==> src/rtl/fetch_pc_unit.sv <==
// Instruction-fetch stage: PC register, imem request, IF/ID register, and
// next-PC selection (jr > jump > branch > sequential) with one-bubble redirect flush.
module fetch_pc_unit #(
  parameter logic [15:0] RESET_PC = 16'h0000,
  parameter int          OFF_W    = 7
) (
  input  logic             clk,
  input  logic             rst_n,
  input  logic             stall,
  input  logic             halt,
  input  logic             jr_control,
  input  logic [15:0]      jr_target,
  input  logic             jump,
  input  logic [11:0]      jump_field,
  input  logic             branch_taken,
  input  logic [OFF_W-1:0] branch_offset,
  input  logic [15:0]      ex_pc_plus2,
  output logic [15:0]      imem_addr,
  output logic             imem_req,
  input  logic             imem_ready,
  input  logic [15:0]      imem_rdata,
  output logic [15:0]      if_instr,
  output logic [15:0]      if_pc_plus2,
  output logic             if_valid,
  output logic             flush,
  output logic             jr_misalign
);

  typedef enum logic [1:0] {
    BOOT   = 2'd0,
    FETCH  = 2'd1,
    HALTED = 2'd2
  } state_e;

  state_e      state_q;
  logic [15:0] pc_q;
  logic [15:0] if_instr_q;
  logic [15:0] if_pc_plus2_q;
  logic        if_valid_q;
  logic        flush_q;
  logic        jr_misalign_q;

  logic        redirect;
  logic [15:0] pc_plus2;
  logic [15:0] off_sext;
  logic [15:0] branch_tgt;
  logic [15:0] redirect_tgt;

  assign pc_plus2   = pc_q + 16'd2;
  assign off_sext   = {{(16-OFF_W){branch_offset[OFF_W-1]}}, branch_offset};
  assign branch_tgt = ex_pc_plus2 + {off_sext[14:0], 1'b0};
  assign redirect   = (state_q == FETCH) && (jr_control || jump || branch_taken);

  always_comb begin
    redirect_tgt = branch_tgt;
    if (jr_control) begin
      redirect_tgt = {jr_target[15:1], 1'b0};
    end else if (jump) begin
      redirect_tgt = {ex_pc_plus2[15:13], jump_field, 1'b0};
    end
  end

  always_ff @(posedge clk or negedge rst_n) begin
    if (!rst_n) begin
      state_q       <= BOOT;
      pc_q          <= RESET_PC;
      if_instr_q    <= 16'h0000;
      if_pc_plus2_q <= 16'h0000;
      if_valid_q    <= 1'b0;
      flush_q       <= 1'b0;
      jr_misalign_q <= 1'b0;
    end else begin
      flush_q       <= 1'b0;
      jr_misalign_q <= 1'b0;
      case (state_q)
        BOOT: begin
          state_q <= FETCH;
        end
        FETCH: begin
          // A redirect wins over stall and discards whatever imem returned this cycle.
          if (redirect) begin
            pc_q          <= redirect_tgt;
            if_valid_q    <= 1'b0;
            flush_q       <= 1'b1;
            jr_misalign_q <= jr_control & jr_target[0];
          end else if (halt) begin
            if_valid_q <= 1'b0;
          end else if (!stall) begin
            if (imem_ready) begin
              if_instr_q    <= imem_rdata;
              if_pc_plus2_q <= pc_plus2;
              if_valid_q    <= 1'b1;
              pc_q          <= pc_plus2;
            end else begin
              if_valid_q <= 1'b0;
            end
          end
          if (halt) begin
            state_q <= HALTED;
          end
        end
        HALTED: begin
          if_valid_q <= 1'b0;
        end
        default: begin
          state_q <= BOOT;
        end
      endcase
    end
  end

  assign imem_addr   = pc_q;
  assign imem_req    = (state_q == FETCH);
  assign if_instr    = if_instr_q;
  assign if_pc_plus2 = if_pc_plus2_q;
  assign if_valid    = if_valid_q;
  assign flush       = flush_q;
  assign jr_misalign = jr_misalign_q;

endmodule

==> config.mk <==
export PLATFORM = sky130hd
export DESIGN_NAME = fetch_pc_unit
export DESIGN_NICKNAME = d
export VERILOG_FILES = /design/src/rtl/fetch_pc_unit.sv
export SDC_FILE = /design/constraint.sdc
export NUM_CORES = 1
export LEC_CHECK = 0
export BUFFER_PORTS_ARGS = -buffer_cell sky130_fd_sc_hd__buf_2
export CORE_MARGIN = 4
export CORE_UTILIZATION = 23
export CTS_CLUSTER_DIAMETER = 30
export DETAILED_ROUTE_END_ITERATION = 8
export PLACE_DENSITY = 0.44
export SLEW_MARGIN = 10
export SYNTH_ARGS = -nofsm -noshare
export SYNTH_HDL_FRONTEND = slang
export SYNTH_SLANG_ARGS = --single-unit
export TNS_END_PERCENT = 10
==> constraint.sdc <==
create_clock -name clk -period 3.15 [get_ports clk]
set_input_delay 0.4725 -clock clk [delete_from_list [all_inputs] [get_ports clk]]
set_output_delay 0.4725 -clock clk [all_outputs]
set_load 0.01 [all_outputs]
==> After elaboration in Yosys (flattened, before gate mapping) <==
Index checks and enable logic that the tools add are counted.
{ "totals": {"input_bits": 75, "elab_cells": 47, "regBits": 53} }
{ "op_classes": {"n_addsub": 2, "n_reduce_logical": 10, "n_bitwise": 5, "eq_ne": 6, "muxes": 17} }
{ "op_table": {"columns": ["cell", "count"], "rows": [
  ["$mux W16", 6],
  ["$add A16 B16 Y16", 1],
  ["$add A16 B2 Y16 const B", 1],
  ["$mux W1", 8],
  ["$pmux W2 S3", 1],
  ["$reduce_and A5 Y1", 1],
  ["$ne A2 B1 Y1 const B", 2],
  ["$ne A4 B3 Y1 const B", 1],
  ["$not A1 Y1", 4],
  ["$reduce_and A2 Y1", 2],
  ["$reduce_and A4 Y1", 1],
  ["$reduce_bool A2 Y1", 2],
  ["$eq A2 B1 Y1 const B", 1],
  ["$eq A2 B2 Y1 const B", 1],
  ["$logic_not A2 Y1", 1],
  ["$logic_or A1 B1 Y1", 2],
  ["$mux W2", 1],
  ["$ne A2 B2 Y1 const B", 1],
  ["$pmux W1 S2", 1],
  ["$and A1 B1 Y1", 1],
  ["$logic_and A1 B1 Y1", 1]
]} }

==> Longest topological paths before layout <==
Gate-level depths: netlist of the first run.
{ "depth": {"ltp_word": 5, "depth_mapped": 11, "mapped_depth_nobuf": 9} }

==> Worst setup path after synthesis of the first run <==
No wires, ideal clock.
{ "synth_path": {"path_kind": "input-to-reg", "startpoint": "in branch_offset[0]", "endpoint": "reg pc_q[15] (netlist: imem_addr[15])", "path_slack_ns": 0.904, "arrival_ns": 2.115, "t_required_ns": 3.019, "path_stages": 9, "setup_ns": 0.131, "path_cell_list": "ha_1 inv_1 fa_1 nor2b_1 o2111a_1 o211ai_2 a21o_1 a2111oi_2 nand2_1"} }
{ "synth_between": {"elab_chain_cells": 4} }
{ "synth_lines": {"columns": ["item", "line_no", "rtl"], "rows": [
  ["start, declared", "16", "input logic [OFF_W-1:0] branch_offset,"],
  ["$add A16 B16 Y16", "51", "assign branch_tgt = ex_pc_plus2 + {off_sext[14:0], 1'b0};"],
  ["$mux W16", "58", "end else if (jump) begin"],
  ["$mux W16", "56", "if (jr_control) begin"],
  ["$mux W16", "81", "if (redirect) begin"],
  ["end signal, assigned", "82", "pc_q <= redirect_tgt;"],
  ["end signal, assigned", "93", "pc_q <= pc_plus2;"],
  ["end, declared", "36", "logic [15:0] pc_q;"]
]} }
Every way passes these cells.
A chain may end at the register's enable or synchronous reset.

==> Worst setup path in the final report of the first run <==
{ "layout_path": {"startpoint": "reg pc_q[1] (netlist: imem_addr[1])", "endpoint": "reg pc_q[15] (netlist: imem_addr[15])"} }
{ "layout_between": {"elab_chain_cells": 5} }
{ "layout_lines": {"columns": ["item", "line_no", "rtl"], "rows": [
  ["$add A16 B2 Y16", "49", "assign pc_plus2 = pc_q + 16'd2;"],
  ["$mux W16", "89", "if (imem_ready) begin"],
  ["$mux W16", "88", "end else if (!stall) begin"],
  ["$mux W16", "86", "end else if (halt) begin"],
  ["$mux W16", "81", null]
]} }
Every way passes these cells. The select of a mux whose other input is x is not followed.

==> out/results.tsv, run 1 <==
stage	metric	value	unit
outcome	status	completed	
sta	fin_setup_tns	0	ns
yosys	syn_avg_cell_area	8.48	sq um
floorplan	fp.dieH	133	um
setup_path	rrSetupSlack	0.84	ns
setup_path	cp-startpoint	imem_addr[1]	
sta	rsz0062_at_grt	false	
route	wl_met2	5130	um
pwr	p_per_area	320	mW/mm^2
floorplan	initial_core_util	0.235	
setup_path	worstPathRequired	3.32	ns
route	wl_per_cell	15.5	um
floorplan	coreArea	0.0153	sq mm
flow_run	cap_violations	0	
yosys	synth_flop_cell	dfrtp_1	
place	dp_hpwl	9170	um
finish	syn_to_final_growth	26.3	%
route	met1_length	5660	um
setup_path	critPathKind	reg -> reg	
clock_network	clkSinkCount	53	
yosys	synth_fp_nets	517	
global_route	grt_pass1_vias	3365	
sta	period_share	0.734	
setup_path	r2r_start	imem_addr[1]	
yosys	ys_top_cells_by_area	dfrtp_1 (37%), nand2_1 (10%), ha_1 (6.3%), o21ai_0 (4.7%), xnor2_1 (3.2%)	
global_route	grt_pass1_wl	18500	um
clock_network	clock-root-buffer	clkbuf_16	
sta	slew_headroom	0.521	
global_route	grt-ovfl-total	0	
yosys	yosysUniqueCellTypes	64	
route	highest_layer	met4	
clock_network	clock_latency	0.29	ns
yosys	synthArstFlopShare	1.00	
route	drt_first_pass_iters	4	
floorplan	die-area	0.0177	sq mm
yosys	synth_top_cell_by_area	dfrtp_1	
finish	drive_gt1_frac	0.285	
pwr	p_leak	2.30	nW
sta	setup_viol	0	
sta	worst_slew_pin_slew	0.718	ns
setup_path	r2r_cells	7	
clock_network	clk_path_buf_depth	2	
route	vias_per_cell	4.51	
sta	min_period	2.31	ns
finish	antennaDiodeCount	0	
route	drtAntennaViolNets	0	
setup_path	crit_arrival	2.49	ns
global_route	antenna_found_initial	0	
clock_network	h-tree-depth	2	
place	dp_cells	742	
clock_network	path_clk_slew	0.07	ns
global_route	grt_max_degree	54	
sta	finalClockSkew	0.00754	ns
setup_path	crit_path_start_kind	flop	
worst_hold_path	hold_path_class	in -> async	
pwr	vdd_drop_max	0.167	mV
route	totalWireLength	11600	um
route	vias	3377	
sta	final-max-slew-violation-count	0	
yosys	syn_area	0.00359	sq mm
sta	hold_violations	0	
yosys	synth.yosys.seq_area_share	0.370	
route	drc	0	
global_route	grt_usage	0.129	
clock_network	cts_setup_buffers	0	
setup_path	r2r_end	imem_addr[15]	
floorplan	fp-row-count	45	
yosys	ys_ff_latch	53	
route	drt_iter0_drc	124	
route	dr_wl_met3	763	um
floorplan	pin_count	127	
setup_path	end_kind	flop	
clock_network	cts_resized	0	
yosys	ys_warn_count	0	
yosys	synth.top_cell.area_share	0.370	
yosys	synth_edf_count	0	
clock_network	postCtsHoldBufs	0	
place	portBuffers	126	
yosys	synth_cells	423	
finish	fin_cells	748	
floorplan	die_width	133	um
setup_path	crit_path_max_fanout	7	
finish	fin_nets	632	
clock_network	cts_tree	built	
sta	timing.fmax	433	MHz
clock_network	numCtsBuffers	5	
place	gp_congestion	0.779	
-- critical path, stage by stage, from the launching register on --
cell and delay, ns:
dfrtp_1 0.48, ha_1 0.25, and3_1 0.29, and4_1 0.41
a311o_1 0.25, nand3_1 0.14, a2111oi_2 0.30, nand2_1 0.08
-- cells by family (layout without fill, tap and decap cells) --
kind of cell,after synthesis,count (layout),synth area share
buffers and inverters,36,150,0.0481
AO/OA/AOI/OAI,107,107,0.207
multiplexers,5,5,0.0143
adder cells (fa/ha/maj),19,19,0.0684
XOR/XNOR,24,24,0.0586
AND/OR/NAND/NOR,179,179,0.234
flip-flops,53,53,0.370
-- cells in the final DEF (no fill, tap or decap), types with 2 or more instances in the layout --
master     netlist  routed
buf_2            9     126
nand2_1        100     100
dfrtp_1         53      53
o21ai_0         34      34
nor2_1          18      18
ha_1            18      18
a21oi_1         16      16
xnor2_1         13      13
inv_1           11      11
xor2_1          11      11
nand3_1         10      10
nor3_1          10      10
a211oi_1         7       7
a22o_1           6       6
buf_4            5       6
and3_1           5       5
nor2b_1          5       5
nand4_1          5       5
a21o_1           5       5
o211ai_1         5       5
clkbuf_16        0       5
nand2b_1         5       4
mux2i_1          4       4
o311ai_0         4       4
or3_1            3       3
o31ai_1          3       3
a31oi_1          3       3
nand3b_1         3       3
and4_1           2       2
nor4_1           2       2
o311a_1          2       2
o21bai_1         2       2
a22oi_1          2       2
nor3b_1          2       2
o22ai_1          2       2
-- per-stage QoR --
stage	setup WS (ns)	hold WS (ns)	area (sq um)	utilization	power, mW
floorplan	0.904	0.177	3590	-	0.835
global placement	0.620	0.451	4400	0.288	0.939
detailed placement	0.603	0.459	4400	0.288	0.941
CTS	0.819	0.351	4530	0.297	1.49
global route	0.643	0.370	4530	0.297	1.54
finish	0.838	0.323	4530	0.297	1.45
-- synthesized netlist by cell type, drive strengths merged (2+ instances only) --
cell	number
a2111oi	2
a211oi	7
a21o	5
a21oi	16
a221oi	2
a22o	6
a22oi	2
a31oi	4
and3	6
and4	2
buf	15
clkbuf	9
dfrtp	53
ha	18
inv	12
mux2i	4
nand2	100
nand2b	6
nand3	11
nand3b	3
nand4	5
nor2	19
nor2b	5
nor3	10
nor3b	2
nor4	2
o211ai	6
o21ai	35
o21bai	2
o22ai	2
o311a	2
o311ai	4
o31ai	4
or3	3
xnor2	13
xor2	11
-- power by group --
group | total, mW | switching, mW | leakage [nW] | internal [mW]
clock | 0.525 | 0.240 | 0.0655 | 0.285
sequential | 0.680 | 0 | 0.736 | 0.680
combinational | 0.248 | 0.142 | 1.50 | 0.106
total | 1.45 | 0.381 | 2.30 | 1.07
-- worst max-delay path by stage --
stage,endpoint,slack (ns),cells past startpoint
after floorplan,imem_addr[15],0.90,9
after global placement,imem_addr[15],0.62,10
after detailed placement,imem_addr[15],0.60,10
after CTS,imem_addr[15],0.82,7
after global routing,imem_addr[14],0.64,8
final,imem_addr[15],0.84,7
-- layout make-up --
type | instances | area, sq um
Fill cell | 1667 | 10700
Multi-Input combinational cell | 334 | 2090
Sequential cell | 53 | 1330
Timing Repair Buffer | 132 | 676
Tap cell | 211 | 264
Clock buffer | 5 | 125
Inverter | 12 | 45.0
Clock inverter | 1 | 5.00
-- registers in the layout, indices dropped and copies added, names as in the netlist --
name,count
flush,1
if_instr,16
imem_addr,16
jr_misalign,1
if_valid,1
if_pc_plus2,16
state_q,2
-- routing by layer --
metal  global-route usage  vias to the layer above
li1                     -                     1720
met5                    0                        -
met2                0.206                      119
met4               0.0242                        0
met3               0.0262                        5
met1                0.181                     1533
Note: power is estimated with default switching activity, not from simulation.
==> run 2, diff against run 1 <==
- PLACE_DENSITY: 0.44 -> 0.46
- clock period: 3.15 -> 1.9 ns (I/O delays scaled with it)
==> run 2 against run 1 <==
Against the previous run:
- sequential share of layout area shrank 3.7 points
- first-iteration DRC count grew 24%
- clock skew grew 0.0042 ns
- via count grew 7.1%
- global-route usage grew 0.57 points
- power grew 77%
- cell count grew 9.2%
- highest routed layer unchanged
- die area is the same
==> out/results.tsv, run 2 (synthesized netlist as in run 1, its figures left out) <==
stage	metric	value	unit	change
outcome	status	completed		unchanged
global_route	grt-ovfl-total	0		unchanged
clock_network	clock-root-buffer	clkbuf_16		unchanged
sta	setup_viol	0		unchanged
global_route	grt_pass1_wl	19400	um	was 18,500 um
finish	fin_nets	700		was 632
clock_network	h-tree-depth	2		unchanged
setup_path	crit_end	imem_addr[15]		unchanged
setup_path	crit_path_max_fanout	5		was 7
place	post-place-ws	-0.419	ns	was 0.603 ns
route	drt_first_pass_iters	6		was 4
floorplan	initial_core_util	0.235		unchanged
sta	hold_violations	0		unchanged
setup_path	rrSetupSlack	0.05	ns	was 0.84 ns
route	drt_iter0_drc	154		was 124
sta	timing.fmax	533	MHz	
floorplan	die-area	0.0177	sq mm	unchanged
setup_path	crit_path_start_kind	input port		was flop
sta	fin_setup_tns	0	ns	unchanged
global_route	antenna_found_initial	0		unchanged
setup_path	r2r_cells	7		unchanged
finish	antennaDiodeCount	0		unchanged
sta	fin_ws	0.0224	ns	was 0.838 ns
finish	drive_gt1_frac	0.391		was 0.285
sta	period_share	0.988		
finish	fin_cells	817		was 748
finish	stdcell_area	0.00520	sq mm	was 0.00453 sq mm
worst_hold_path	min-delay-start	imem_rdata[3]		
clock_network	cts_tree	built		unchanged
floorplan	pin_count	127		unchanged
sta	min_period	1.88	ns	
place	placed_area	0.00492	sq mm	was 0.00440 sq mm
clock_network	clock_latency	0.30	ns	was 0.29 ns
clock_network	clk_path_buf_depth	2		unchanged
route	vias	3617		was 3,377
setup_path	end_kind	flop		unchanged
floorplan	coreArea	0.0153	sq mm	unchanged
setup_path	worstPathRequired	2.08	ns	was 3.32 ns
finish	layout_common_cells	buf_2 (126), nand2_1 (100), buf_4 (70), dfrtp_1 (53), o21ai_0 (32)		was buf_2 (126), nand2_1 (100), dfrtp_1 (53), o21ai_0 (34)
pwr	p_leak	2.69	nW	was 2.30 nW
setup_path	critPathKind	in -> reg		was reg -> reg
sta	rsz0062_at_grt	true		was false
worst_hold_path	hold_path_class	in -> reg		was in -> async
finish	utilization	0.341		was 0.297
sta	finalClockSkew	0.0118	ns	was 0.00754 ns
pwr	p_per_area	494	mW/mm^2	was 320 mW/mm^2
place	gp_congestion	0.762		was 0.779
clock_network	clkSinkCount	53		unchanged
route	drc	0		unchanged
pwr	vdd_drop_max	0.285	mV	was 0.167 mV
clock_network	numCtsBuffers	5		unchanged
flow_run	cap_violations	0		unchanged
setup_path	cp-startpoint	branch_offset[0]		was imem_addr[1]
finish	syn_to_final_growth	44.9	%	was 26.3%
sta	slew_headroom	0.728		was 0.521
route	wl_per_cell	14.7	um	was 15.5 um
floorplan	fp-row-count	45		unchanged
clock_network	path_clk_slew	0.07	ns	about the same
place	dp_hpwl	9720	um	was 9170 um
global_route	grt_pass1_vias	3717		was 3,365
finish	layout_commonest_cell	buf_2		unchanged
global_route	grt_usage	0.134		was 0.129
route	totalWireLength	12000	um	was 11,600 um
sta	worst_slew_pin_slew	0.404	ns	was 0.718 ns
setup_path	crit_arrival	2.06	ns	was 2.49 ns
route	vias_per_cell	4.43		was 4.51
place	dp_cells	807		was 742
global_route	grt_max_degree	54		unchanged
route	drtAntennaViolNets	0		unchanged
place	portBuffers	126		unchanged
sta	final-max-slew-violation-count	0		unchanged
setup_path	r2r_end	imem_addr[14]		was imem_addr[15]
setup_path	r2r_start	imem_addr[2]		was imem_addr[1]
floorplan	fp.dieH	133	um	unchanged
floorplan	die_width	133	um	unchanged
## run 2: cell count changes in the layout (fill, tap and decap cells not counted), moves of 2 or more
cell      before  now
buf_4          6   70
buf_12         0    2
o311ai_0       4    2
o21ai_1        1    3
o21ai_0       34   32
o311ai_1       0    2
ha_1          18   16
## run 2: repair_timing
action,in CTS,in global routing
pin swaps,3,3
hold buffers,1,0
setup endpoints to repair,6,12
buffers inserted,0,2
hold endpoints to repair,26,0
gates resized for setup,6,21
## run 2: critical path, cell delays in order
cell	delay, ns
buf_2	0.11
ha_4	0.15
inv_2	0.04
fa_2	0.36
nor2b_4	0.14
o2111a_2	0.26
o211ai_4	0.11
a21o_1	0.24
a2111oi_4	0.29
nand2_1	0.08
## run 2: worst min path at each step
stage / endpoint / slack, ns / depth (start not counted)
6_report: if_instr[3] / 0.19 / 3
2_1_floorplan: flush / -0.01 / 0
3_3_place_gp: if_instr[3] / 0.31 / 2
3_5_place_dp: if_instr[3] / 0.31 / 2
5_1_grt: if_instr[5] / 0.19 / 3
4_1_cts: if_instr[6] / 0.18 / 3
## run 2: final cells by class
cell class,instances,area [sq um]
tap,211,264
clock buffer,7,143
multi-input combinational,334,2200
inverter,12,45.0
fill,1624,10100
sequential,53,1330
timing repair buffer,200,1220
## run 2: per-layer routing
metal	track usage	vias up	share of wire
met3	0.0255	6	0.051
met5	0	-	0
met1	0.184	1647	0.48
li1	-	1862	-
met2	0.223	102	0.47
met4	0.0254	0	0.0067
## run 2: metrics by stage
step | power [mW] | hold slack (ns)
6_report | 2.57 | 0.186
4_1_cts | 2.59 | 0.178
5_1_grt | 2.71 | 0.189
3_3_place_gp | 1.63 | 0.306
2_1_floorplan | 1.39 | -0.0106
3_5_place_dp | 1.64 | 0.311
## run 2: where the power goes
group          leakage (nW)  internal [mW]  switching [mW]
logic                  1.88          0.250           0.262
clock network        0.0700          0.519           0.409
registers             0.736           1.13               0
total                  2.69           1.90           0.671
==> run 3, diff against run 2 <==
- clock period: 1.9 -> 1.65 ns (I/O delays scaled with it)
==> run 3 against run 2 <==
Against the previous run:
- the run now ends with setup timing left
- global-route usage is 0.49 points higher
- final area grew 7.4%
- power is 17% higher
- critical path type is now reg -> reg
- critical path depth decreased by 2
- critical endpoint is now imem_addr[14]
- utilization up 2.5 points
- largest power group unchanged
- clock skew fell by 0.0041 ns
==> out/results.tsv, run 3 (synthesized netlist as in run 1, its figures left out) <==
stage	metric	value	unit	change
finish	stdcell_area	0.00558	sq mm	was 0.00520 sq mm
global_route	grt-ovfl-total	0		unchanged
sta	fin_setup_tns	-0.583	ns	was 0 ns
clock_network	clkSinkCount	53		unchanged
place	placed_area	0.00507	sq mm	was 0.00492 sq mm
route	drtAntennaViolNets	0		unchanged
global_route	grt_pass1_vias	3810		was 3,717
place	gp_congestion	0.814		was 0.762
clock_network	cts_tree	built		unchanged
clock_network	clk_path_buf_depth	2		unchanged
route	drt_iter0_drc	169		was 154
pwr	p_int	2.18	mW	was 1.90 mW
place	portBuffers	126		unchanged
setup_path	crit_path_max_fanout	5		unchanged
sta	final-max-slew-violation-count	0		unchanged
clock_network	clock-root-buffer	clkbuf_16		unchanged
route	wl_per_cell	14.9	um	was 14.7 um
setup_path	r2r_start	state_q[1]		was imem_addr[2]
floorplan	coreArea	0.0153	sq mm	unchanged
setup_path	r2r_cells	8		was 7
floorplan	die-area	0.0177	sq mm	unchanged
global_route	antenna_found_initial	0		unchanged
finish	drive_gt1_frac	0.445		was 0.391
pwr	vdd_drop_max	0.332	mV	was 0.285 mV
sta	whs	0.142	ns	was 0.186 ns
pwr	p_sw	814	uW	was 671 uW
finish	layout_common_cells	buf_2 (124), nand2_1 (99), buf_4 (78), dfrtp_1 (52), o21ai_1 (18)		was buf_2 (126), nand2_1 (100), buf_4 (70), dfrtp_1 (53), o21ai_0 (32)
place	dp_cells	823		was 807
route	drc	0		unchanged
route	vias	3704		was 3,617
clock_network	path_clk_slew	0.07	ns	about the same
outcome	violations	setup timing		
sta	setup_viol	10		was 0
sta	fin_ws	-0.118	ns	was 0.0224 ns
worst_hold_path	min-delay-start	imem_rdata[13]		was imem_rdata[3]
sta	timing.fmax	566	MHz	
clock_network	h-tree-depth	2		unchanged
floorplan	die_width	133	um	unchanged
sta	period_share	1.07		
floorplan	fp-row-count	45		unchanged
pwr	pwr-share-comb	0.213		was 0.199
sta	slew_headroom	0.632		was 0.728
worst_hold_path	hold_path_class	in -> reg		unchanged
route	drt_first_pass_iters	4		was 6
pwr	p_sw_frac	0.272		was 0.261
sta	rsz0062_at_grt	true		unchanged
setup_path	r2r_end	imem_addr[14]		unchanged
sta	hold_violations	0		unchanged
setup_path	crit_path_start_kind	flop		was input port
finish	antennaDiodeCount	0		unchanged
sta	finalClockSkew	0.00769	ns	was 0.0118 ns
pwr	p_per_area	537	mW/mm^2	was 494 mW/mm^2
setup_path	rrSetupSlack	-0.12	ns	was 0.05 ns
global_route	grt_pass1_wl	20000	um	was 19,400 um
sta	min_period	1.77	ns	
floorplan	initial_core_util	0.235		unchanged
pwr	clkPwrFrac	0.354		was 0.361
outcome	status	complete, but fails checks		was completed
place	dp_hpwl	10100	um	was 9720 um
setup_path	crit_arrival	1.95	ns	was 2.06 ns
route	vias_per_cell	4.41		was 4.43
global_route	grt_max_degree	27		was 54
clock_network	clock_latency	0.30	ns	about the same
finish	layout_commonest_cell	buf_2		unchanged
worst_hold_path	worst_hold_path.num_cells	3		unchanged
place	post-place-ws	-0.586	ns	was -0.419 ns
finish	fill_cells	1581		was 1,624
setup_path	worstPathRequired	1.83	ns	was 2.08 ns
setup_path	critPathKind	reg -> reg		was in -> reg
clock_network	numCtsBuffers	5		unchanged
finish	utilization	0.366		was 0.341
pwr	p_leak	2.84	nW	was 2.69 nW
pwr	pwr-share-seq	0.433		was 0.439
finish	fin_nets	722		was 700
pwr	power	3.00	mW	was 2.57 mW
global_route	grt_usage	0.139		was 0.134
floorplan	fp.dieH	133	um	unchanged
finish	fin_cells	840		was 817
flow_run	cap_violations	0		unchanged
finish	syn_to_final_growth	55.7	%	was 44.9%
floorplan	pin_count	127		unchanged
worst_hold_path	min_to	if_instr[13]		was if_instr[3]
setup_path	end_kind	flop		unchanged
route	totalWireLength	12500	um	was 12,000 um
sta	worst_slew_pin_slew	0.553	ns	was 0.404 ns
==> run 3: changes by cell type in the layout (fill, tap and decap cells not counted), moves of 3 or more <==
cell,change
a21oi_1,-4
a21oi_2,+4
buf_12,+3
buf_4,+8
buf_6,+11
clkinvlp_4,+3
ha_1,-3
ha_4,+3
o21ai_0,-16
o21ai_1,+15
==> run 3: worst max-delay path, stage by stage, from the launching register on <==
cell      delay, ns
dfrtp_1        0.40
inv_2          0.08
ha_4           0.13
and4bb_4       0.32
nor2_4         0.06
buf_6          0.13
a21o_1         0.17
a221oi_2       0.24
o41ai_1        0.11
==> run 3: worst max path at each step <==
stage                               end  cells after the start             start
final                     imem_addr[14]                      8        state_q[1]
after global routing      imem_addr[14]                      8  branch_offset[6]
after CTS                 imem_addr[14]                      8        state_q[1]
after detailed placement  imem_addr[15]                     10  branch_offset[0]
after global placement    imem_addr[15]                     10  branch_offset[0]
after floorplan           imem_addr[15]                      9      imem_addr[2]
==> run 3: repair_timing <==
| action | in CTS | in global routing |
|---|---|---|
| hold buffers | 1 | 0 |
| pin swaps | 26 | 6 |
| endpoints found under the hold margin | 16 | 0 |
| buffers inserted | 9 | 0 |
| setup endpoints to repair | 44 | 46 |
| gates resized for setup | 48 | 35 |
==> run 3: layer usage <==
layer  routed length [um]  part of all wire  track usage
met1                 5600              0.45        0.183
met2                 5900              0.47        0.234
met3                  798             0.064       0.0278
met4                  201             0.016       0.0364
met5                    0                 0            0
==> run 3: power by group through the flow <==
stage	Clock, mW	Combinational, mW	Sequential, mW
2_1_floorplan	0	0.276	1.32
3_3_place_gp	0	0.581	1.32
3_5_place_dp	0	0.590	1.32
4_1_cts	1.12	0.624	1.30
5_1_grt	1.17	0.709	1.30
6_report	1.06	0.637	1.30
==> run 3: area by class of cell <==
cell class,count,area (sq um),share of cell area
inverter,12,45.0,0.00807
clock inverter,3,22.5,0.00403
clock buffer,5,125,0.0224
multi-input combinational,334,2320,0.415
sequential,53,1330,0.238
tap,211,264,0.0473
timing repair buffer,222,1480,0.265
